## src/rtl/interp_pkg.sv

```systemverilog
// Shared types for the linear interpolator: controller state encoding.
package interp_pkg;

  typedef enum logic [1:0] {
    EMPTY  = 2'd0,
    PRIMED = 2'd1,
    RUN    = 2'd2
  } state_t;

endpackage

```

## src/rtl/interp_lin.sv

```systemverilog
// Linear interpolator: emits 2^N evenly spaced samples per input interval prev->cur.
// Latency: first output of an interval is visible the cycle after the second sample is accepted.
// Backpressure: o_rdy low freezes output, counter and accumulator; i_rdy in RUN only opens on the last beat.
module interp_lin
  import interp_pkg::*;
#(
  parameter int WIDTH = 32,
  parameter int N     = 1
) (
  input  logic             clk,
  input  logic             rstn,
  input  logic             i_clr,
  input  logic             i_vld,
  output logic             i_rdy,
  input  logic [WIDTH-1:0] i_data,
  output logic             o_vld,
  input  logic             o_rdy,
  output logic [WIDTH-1:0] o_data
);

  localparam int DW = WIDTH + 1;
  localparam int AW = WIDTH + N + 1;
  localparam logic [N-1:0] KMAX = '1;

  state_t           state;
  logic [WIDTH-1:0] prev;
  logic [WIDTH-1:0] cur;
  logic [DW-1:0]    delta;
  logic [AW-1:0]    acc;
  logic [N-1:0]     k;

  logic [AW-1:0] acc_inc;
  logic [DW-1:0] delta_prime;
  logic [DW-1:0] delta_run;
  logic          last_beat;

  // acc holds prev*2^N + delta*k, so its upper bits are the floored sample
  assign acc_inc     = acc + {{N{delta[DW-1]}}, delta};
  assign delta_prime = {i_data[WIDTH-1], i_data} - {prev[WIDTH-1], prev};
  assign delta_run   = {i_data[WIDTH-1], i_data} - {cur[WIDTH-1], cur};
  assign last_beat   = (state == RUN) && o_rdy && (k == KMAX);

  assign i_rdy = rstn && !i_clr &&
                 ((state == EMPTY) || (state == PRIMED) || last_beat);

  always_ff @(posedge clk or negedge rstn) begin
    if (!rstn) begin
      state  <= EMPTY;
      o_vld  <= 1'b0;
      o_data <= '0;
      k      <= '0;
      acc    <= '0;
      prev   <= '0;
      cur    <= '0;
      delta  <= '0;
    end else if (i_clr) begin
      state <= EMPTY;
      o_vld <= 1'b0;
      k     <= '0;
    end else begin
      case (state)
        EMPTY: begin
          if (i_vld) begin
            prev  <= i_data;
            state <= PRIMED;
          end
        end
        PRIMED: begin
          if (i_vld) begin
            cur    <= i_data;
            delta  <= delta_prime;
            acc    <= {prev[WIDTH-1], prev, {N{1'b0}}};
            k      <= '0;
            o_vld  <= 1'b1;
            o_data <= prev;
            state  <= RUN;
          end
        end
        RUN: begin
          if (last_beat) begin
            prev <= cur;
            k    <= '0;
            if (i_vld) begin
              // back-to-back interval: cur becomes the next first sample, no bubble
              cur    <= i_data;
              delta  <= delta_run;
              acc    <= {cur[WIDTH-1], cur, {N{1'b0}}};
              o_data <= cur;
            end else begin
              o_vld <= 1'b0;
              state <= PRIMED;
            end
          end else if (o_rdy) begin
            acc    <= acc_inc;
            k      <= k + 1'b1;
            o_data <= acc_inc[WIDTH+N-1:N];
          end
        end
        default: state <= EMPTY;
      endcase
    end
  end

endmodule

```

## config.mk

```make
export PLATFORM = sky130hd
export DESIGN_NAME = interp_lin
export DESIGN_NICKNAME = d
export VERILOG_FILES = /design/src/rtl/interp_pkg.sv /design/src/rtl/interp_lin.sv
export SDC_FILE = /design/constraint.sdc
export NUM_CORES = 1
export LEC_CHECK = 0
export ABC_AREA = 1
export CORE_MARGIN = 5
export CORE_UTILIZATION = 60
export CTS_CLUSTER_SIZE = 30
export DETAILED_ROUTE_END_ITERATION = 16
export PLACE_DENSITY = 0.81
export SETUP_SLACK_MARGIN = 0.3
export SLEW_MARGIN = 20
export SYNTH_ARGS = -nofsm -noshare
export SYNTH_HDL_FRONTEND = slang
export SYNTH_SLANG_ARGS = --single-unit
```

## constraint.sdc

```tcl
create_clock -name clk -period 3.6 [get_ports clk]
set_clock_uncertainty 0.15 [all_clocks]
set_input_delay 0.72 -clock clk [delete_from_list [all_inputs] [get_ports clk]]
set_output_delay 0.72 -clock clk [all_outputs]
set_load 0.005 [all_outputs]
```

==> flow_summary.toml, run 1 <==
[layout]
stdcell_area_mm2 = 0.0121
antenna_cells = 0
area_delta_synth_final_pct = 12.9
regArea_mm2 = 0.00335
drive_above_1_share_pct = 4.08
finalNetCount = 1786
multi_input_area_mm2 = 0.00613
fillCellCount = 1605

[power]
combPwrFrac_pct = 65.6
clockPowerShare_pct = 13.2
p_switching_mw = 7.08
seqPwrFrac_pct = 21.3
p_per_area_mw_per_mm2 = 1120
p_leak_nw = 6.17
irDropWorstVdd_uv = 640
switching_share_pct = 52.4
p_int_mw = 6.42
power_mw = 13.5

[logic_synthesis]
yosys.area.top_type = "dfrtp_1"
synthTopCellsByArea = "dfrtp_1 31%, nand2_1 19%, ha_1 7.9%"
synth_cells = 1643
syn-cell-area_mm2 = 0.0107
synth_cell_types = 38
synth_top_area_share_pct = 31.3
synth.top_cells.by_count = "541 x nand2_1, 218 x inv_1, 140 x nor2_1"
synth_ff_type = "dfrtp_1"
syn_nets = 1750
synthArstFlopShare_pct = 100
ys_seq_elements = 134
yosys_warnings = 0
ys_seq_area_share_pct = 31.3
synth_area_per_cell_um2 = 6.53
synth.most_common_cell = "nand2_1"
synth_enable_flop_cells = 0

[critical_path]
worstSetupPathType = "reg -> reg"
cp.required_ns = 3.78
rr_worst_depth = 17
ff2ff_setup_slack_ns = 0.51
worstSetupEndpointType = "register"
reg2reg_to = "delta[24]$_DFFE_PN0P_"
cp-start-kind = "register"
crit_arrival_ns = 3.27
rr_startpoint = "state[0]$_DFFE_PN0P_"
path_max_fanout = 26

[floorplan]
initial_core_util_pct = 61.6
dieWidth_um = 144
ioPinCount = 71
die-area_mm2 = 0.0206
floorplan.rows = 48
coreArea_mm2 = 0.0174
die_h_um = 144

[global_route]
grt_usage_pct = 33.0
grt_pass1_vias = 10421
grt_max_degree = 65
overflow = 0
grt_pass1_wl_mm = 53.0
antenna_found_initial = 2

[clocking]
cts_hold_buf = 0
clkTransAtPathRegs_ns = 0.06
clockBufferDepth = 2
clockRootBuffer = "clkbuf_16"
htree_levels = 4
cts_tree = "done"
cts-buffers-inserted = 17
clk_latency_ns = 0.44
cts_sinks = 134

[detailed_routing]
drt_iter0_drc = 886
ant_nets = 0
drc = 0
avgRoutedWirePerCell_um = 17.4
drt-total-wl_mm = 33.4
drt_first_pass_iters = 5
post_drt_via_cell_ratio = 5.72
via_count = 10974

[run_status]
status = "finished clean"

[timing]
max_freq_mhz = 324
worst_pin_slew_ns = 0.850
tns_ns = 0
period_needed_ns = 3.09
finalMaxSlewViolations = 0
max_slew_margin_pct = 43.3
min_period_over_period_pct = 85.7
setup_viol = 0
hold_viol_final = 0
rsz0062_at_grt = "false"

[place]
port_buffers = 70
place_congestion = 0.956
dp_hpwl_mm = 25.0
place_area_mm2 = 0.0115

[job]
cap_viol_max_count = 0

[hold_path]
min_path_type = "in -> async"
==> sequential cells by signal, indices dropped and copies added, names as in the netlist <==
name	cells
delta	33
cur	32
k	1
prev	32
o_vld	1
o_data	31
acc	2
state	2
==> worst max path at each step <==
stage / start / end / slack, ns / cells past startpoint
final: state[0]$_DFFE_PN0P_ / delta[24]$_DFFE_PN0P_ / 0.51 / 17
after global routing: state[0]$_DFFE_PN0P_ / delta[24]$_DFFE_PN0P_ / 0.30 / 17
after CTS: state[0]$_DFFE_PN0P_ / delta[32]$_DFFE_PN0P_ / 0.38 / 20
after detailed placement: i_data[0] / delta[24]$_DFFE_PN0P_ / 0.29 / 16
after global placement: i_data[0] / delta[24]$_DFFE_PN0P_ / 0.42 / 16
after floorplan: state[0]$_DFFE_PN0P_ / delta[26]$_DFFE_PN0P_ / 0.54 / 17
==> final cells by class <==
type	instances	share of cell area, %
multi-input combinational	1212	50.7
sequential	134	27.7
timing repair buffer	92	7.62
inverter	222	6.88
clock buffer	17	3.51
tap	225	2.33
clock inverter	15	1.29
==> repair_timing <==
item                                    CTS  global route
endpoints found under the setup margin    0            15
setup buffers                             0             1
gates resized for setup                   0             4
endpoints found under the hold margin     0             0
==> worst max-delay path: stages (launching register included) <==
cell and delay, ns:
dfrtp_1 0.40, inv_2 0.07, ha_4 0.19, buf_4 0.16
clkbuf_16 0.19, o21a_1 0.21, ha_1 0.36, nand2_1 0.15
nor2_1 0.23, inv_1 0.10, nor3_1 0.15, nand2_1 0.08
nand2_1 0.15, nand3_1 0.13, nand2_1 0.08, nand2_1 0.05
nand3_1 0.07, nand2_1 0.05
==> per-stage QoR <==
stage | instances | util, % | setup slack (ns) | hold WS (ns)
floorplan | 1643 | - | 0.536 | 0.274
finish | 1917 | 69.5 | 0.514 | 0.0139
detailed placement | 1883 | 65.9 | 0.290 | 0.328
global placement | 1883 | 65.9 | 0.422 | 0.316
global route | 1917 | 69.5 | 0.296 | 0.0359
CTS | 1915 | 69.2 | 0.376 | 0.0132
==> placed cells by master, fill, tap and decap left out, types with 3 or more instances in the layout <==
master	netlist	final
buf_4	33	18
inv_2	4	5
inv_6	0	7
nand3_1	65	65
nand3b_1	17	17
nand2_1	541	541
o21a_1	21	21
buf_12	0	3
a211oi_1	5	5
nor4_1	6	6
a21o_1	6	6
clkbuf_16	0	18
dfrtp_1	134	134
a31oi_1	9	9
inv_8	0	3
a21oi_1	112	112
a221oi_1	18	18
nor3_1	12	11
xor2_1	11	11
nor2_1	140	140
clkinvlp_4	0	3
o21ai_1	44	45
clkdlybuf4s50_1	0	69
inv_1	218	217
xnor2_1	10	10
nand4_1	5	5
ha_1	68	67
o21bai_1	3	3
o21ai_0	103	102
==> metal layers <==
metal	vias to the layer above	part of all wire (%)	track usage (%)
met1	5125	45	47.1
met4	2	2.1	9.66
met3	60	7.9	5.79
met2	438	45	51.8
met5	-	0.039	0
li1	5349	-	-
==> power groups by stage <==
stage	clock [mW]	combinational (mW)	sequential, mW
3_3_place_gp	0	8.45	2.83
3_5_place_dp	0	8.59	2.87
6_report	1.78	8.85	2.87
4_1_cts	1.79	8.67	2.85
2_1_floorplan	0	6.43	2.64
5_1_grt	1.85	9.95	2.96
==> logic make-up after synthesis <==
family | Yosys count | synth area share, %
AND/OR/NAND/NOR | 796 | 30.0
XOR/XNOR | 21 | 1.72
buffers and inverters | 297 | 11.7
flip-flops | 134 | 31.3
AO/OA/AOI/OAI | 325 | 17.0
adder cells (fa/ha/maj) | 70 | 8.31
Power figures use the tool's default switching activity.
==> run 2, diff against run 1 <==
--- a/config.mk
+++ b/config.mk
@@ -6,11 +6,13 @@
 export NUM_CORES = 1
 export LEC_CHECK = 0
 export ABC_AREA = 1
+export CELL_PAD_IN_SITES_DETAIL_PLACEMENT = 2
+export CELL_PAD_IN_SITES_GLOBAL_PLACEMENT = 2
 export CORE_MARGIN = 5
-export CORE_UTILIZATION = 60
+export CORE_UTILIZATION = 34
 export CTS_CLUSTER_SIZE = 30
 export DETAILED_ROUTE_END_ITERATION = 16
-export PLACE_DENSITY = 0.81
+export PLACE_DENSITY_LB_ADDON = 0.1
 export SETUP_SLACK_MARGIN = 0.3
 export SLEW_MARGIN = 20
 export SYNTH_ARGS = -nofsm -noshare
==> run 2 against run 1 <==
Effect of this change: clock power shrank 2%; global-route usage shrank 8.6 points; hold slack improved by 0.33 ns; maximum frequency fell by 2.3%; sequential power about the same; setup slack got worse by 0.072 ns; critical path type is now reg -> out; largest power group unchanged.
==> flow_summary.toml, run 2 (same netlist as run 1, synthesis figures left out) <==
[detailed_routing]
ant_nets = 0
drt_iter0_drc = 447
drt-total-wl_mm = 42.7
drc = 0
post_drt_via_cell_ratio = 5.26
via_count = 11066
avgRoutedWirePerCell_um = 20.3
drt_first_pass_iters = 4

[clocking]
clkTransAtPathRegs_ns = 0.07
cts-buffers-inserted = 17
cts_tree = "done"
clk_latency_ns = 0.45
clockBufferDepth = 2
htree_levels = 4
clockRootBuffer = "clkbuf_16"
cts_sinks = 134

[critical_path]
cp-start-kind = "register"
rr_worst_depth = 17
worstSetupEndpointType = "output pin"
rr_startpoint = "state[0]$_DFFE_PN0P_"
cpMostUsedCell = "inv_2"
crit_arrival_ns = 2.29
ff2ff_setup_slack_ns = 0.48
reg2reg_to = "delta[26]$_DFFE_PN0P_"
cp_slowest_cell = "clkdlybuf4s50_1"
worstSetupPathType = "reg -> out"
path_max_fanout = 34
crit_buf_inv = 4
cp.required_ns = 2.73
crit_path_max_incr_delay_ns = 0.44
crit_family = "buffers and inverters"
path_cells = "inv_2, ha_4, inv_2, buf_6, nor3_4, o311a_1, clkdlybuf4s50_1"

[timing]
period_needed_ns = 3.16
setup_ws_ns = 0.443
max_freq_mhz = 317
tns_ns = 0
finalMaxSlewViolations = 0
max_slew_margin_pct = 43.3
worst_pin_slew_ns = 0.850
setup_viol = 0
rsz0062_at_grt = "false"
min_period_over_period_pct = 87.7
hold_viol_final = 0

[floorplan]
floorplan.rows = 65
die-area_mm2 = 0.0352
coreArea_mm2 = 0.0313
die_h_um = 188
dieWidth_um = 188
initial_core_util_pct = 34.2
ioPinCount = 71

[hold_path]
whs_endpoint = "o_vld$_DFFE_PN0P_"
hold_path_depth = 2
min_path_type = "reg -> reg"
worstHoldStart = "o_vld$_DFFE_PN0P_"

[layout]
final_common_cell = "nand2_1"
area_delta_synth_final_pct = 16.2
mostFrequentLayoutCells = "539 x nand2_1, 217 x inv_1, 134 x nor2_1, 134 x dfrtp_1, 108 x a21oi_1"
drive_above_1_share_pct = 5.81
largest_register = "delta"
largest_reg_flops = 33
reg_top3 = "delta (33), cur (32), prev (32)"
finalNetCount = 1797
antenna_cells = 0

[power]
irDropWorstVdd_uv = 439
p_leak_nw = 6.21
p_per_area_mw_per_mm2 = 1140

[place]
place_ws_ns = 0.186
port_buffers = 70
place_congestion = 0.859
dp_hpwl_mm = 33.4

[job]
cap_viol_max_count = 0

[global_route]
antenna_found_initial = 1
grt_pass1_vias = 12323
grt_usage_pct = 24.4
grt_max_degree = 64
overflow = 0
grt_pass1_wl_mm = 67.8

[run_status]
status = "finished clean"
==> run 2: changes by cell type in the layout (fill, tap and decap cells not counted), sizes merged <==
cell,delta
dlygate4sd3,+1
clkinvlp,+2
inv,-6
clkbuf,+1
clkinv,+2
buf,+11
==> run 2: metrics by stage <==
stage | total power, mW | hold WS [ns] | cells | instance area, µm² | util [%]
CTS | 14.2 | 0.349 | 2104 | 12400 | 39.5
detailed placement | 12.3 | 0.332 | 2067 | 11800 | 37.6
global route | 15.6 | 0.372 | 2105 | 12500 | 39.8
floorplan | 9.07 | 0.274 | 1643 | 10700 | -
global placement | 11.9 | 0.318 | 2067 | 11800 | 37.6
finish | 14.2 | 0.340 | 2105 | 12500 | 39.8
==> run 2: power by group <==
group	switching [mW]	internal, mW	leakage, nW
clock network	0.780	0.958	0.257
logic	6.28	3.30	4.33
registers	0.634	2.26	1.63
total	7.69	6.51	6.21
==> run 2: final cells by class <==
class	instances	area, µm²
clock inverter	13	125
sequential	134	3350
tap	402	503
fill	3837	18900
inverter	222	833
clock buffer	19	433
multi-input combinational	1212	6200
timing repair buffer	103	1010
==> run 2: what timing repair did <==
item	CTS	global route
gates resized for setup	3	26
buffers inserted	4	1
endpoints found under the hold margin	19	0
setup endpoints to repair	18	20
pin swaps	0	1
hold buffers	1	0
==> run 2: metal layers <==
metal  track usage (%)  up-vias  wire length (µm)
met3              2.31       22               599
met1              34.1     5606             21500
met2              41.2       88             20200
li1                  -     5350                 -
met5                 0        -                 0
met4              5.00        0               438
==> run 2: worst max path at each step <==
| stage | slack, ns | depth (start not counted) | start | end |
|---|---|---|---|---|
| floorplan | 0.54 | 17 | state[0]$_DFFE_PN0P_ | delta[26]$_DFFE_PN0P_ |
| global placement | 0.33 | 12 | i_data[16] | delta[26]$_DFFE_PN0P_ |
| detailed placement | 0.19 | 16 | state[0]$_DFFE_PN0P_ | delta[26]$_DFFE_PN0P_ |
| CTS | 0.29 | 7 | state[0]$_DFFE_PN0P_ | i_rdy |
| global route | 0.29 | 16 | state[0]$_DFFE_PN0P_ | delta[26]$_DFFE_PN0P_ |
| finish | 0.44 | 7 | state[0]$_DFFE_PN0P_ | i_rdy |
==> run 2: worst register-to-register path, stage by stage (launching register included) <==
cell	delay, ns
dfrtp_1	0.40
inv_2	0.10
ha_4	0.16
buf_4	0.18
buf_12	0.18
nand2_1	0.09
o21a_1	0.11
ha_2	0.39
nand2_1	0.14
nor2_2	0.13
inv_1	0.10
nor3_4	0.18
nand3_1	0.11
or2_2	0.32
nand2_1	0.09
nand2_1	0.06
nand3_1	0.09
nand2_1	0.05
==> run 3, diff against run 2 <==
--- a/config.mk
+++ b/config.mk
@@ -10,10 +10,11 @@
 export CELL_PAD_IN_SITES_GLOBAL_PLACEMENT = 2
 export CORE_MARGIN = 5
 export CORE_UTILIZATION = 34
-export CTS_CLUSTER_SIZE = 30
+export CTS_CLUSTER_SIZE = 12
 export DETAILED_ROUTE_END_ITERATION = 16
 export PLACE_DENSITY_LB_ADDON = 0.1
 export SETUP_SLACK_MARGIN = 0.3
+export SKIP_LAST_GASP = 1
 export SLEW_MARGIN = 20
 export SYNTH_ARGS = -nofsm -noshare
 export SYNTH_HDL_FRONTEND = slang
==> results of run 3 <==
Same layout as run 2: the final DEF is identical, and so are final timing and power.
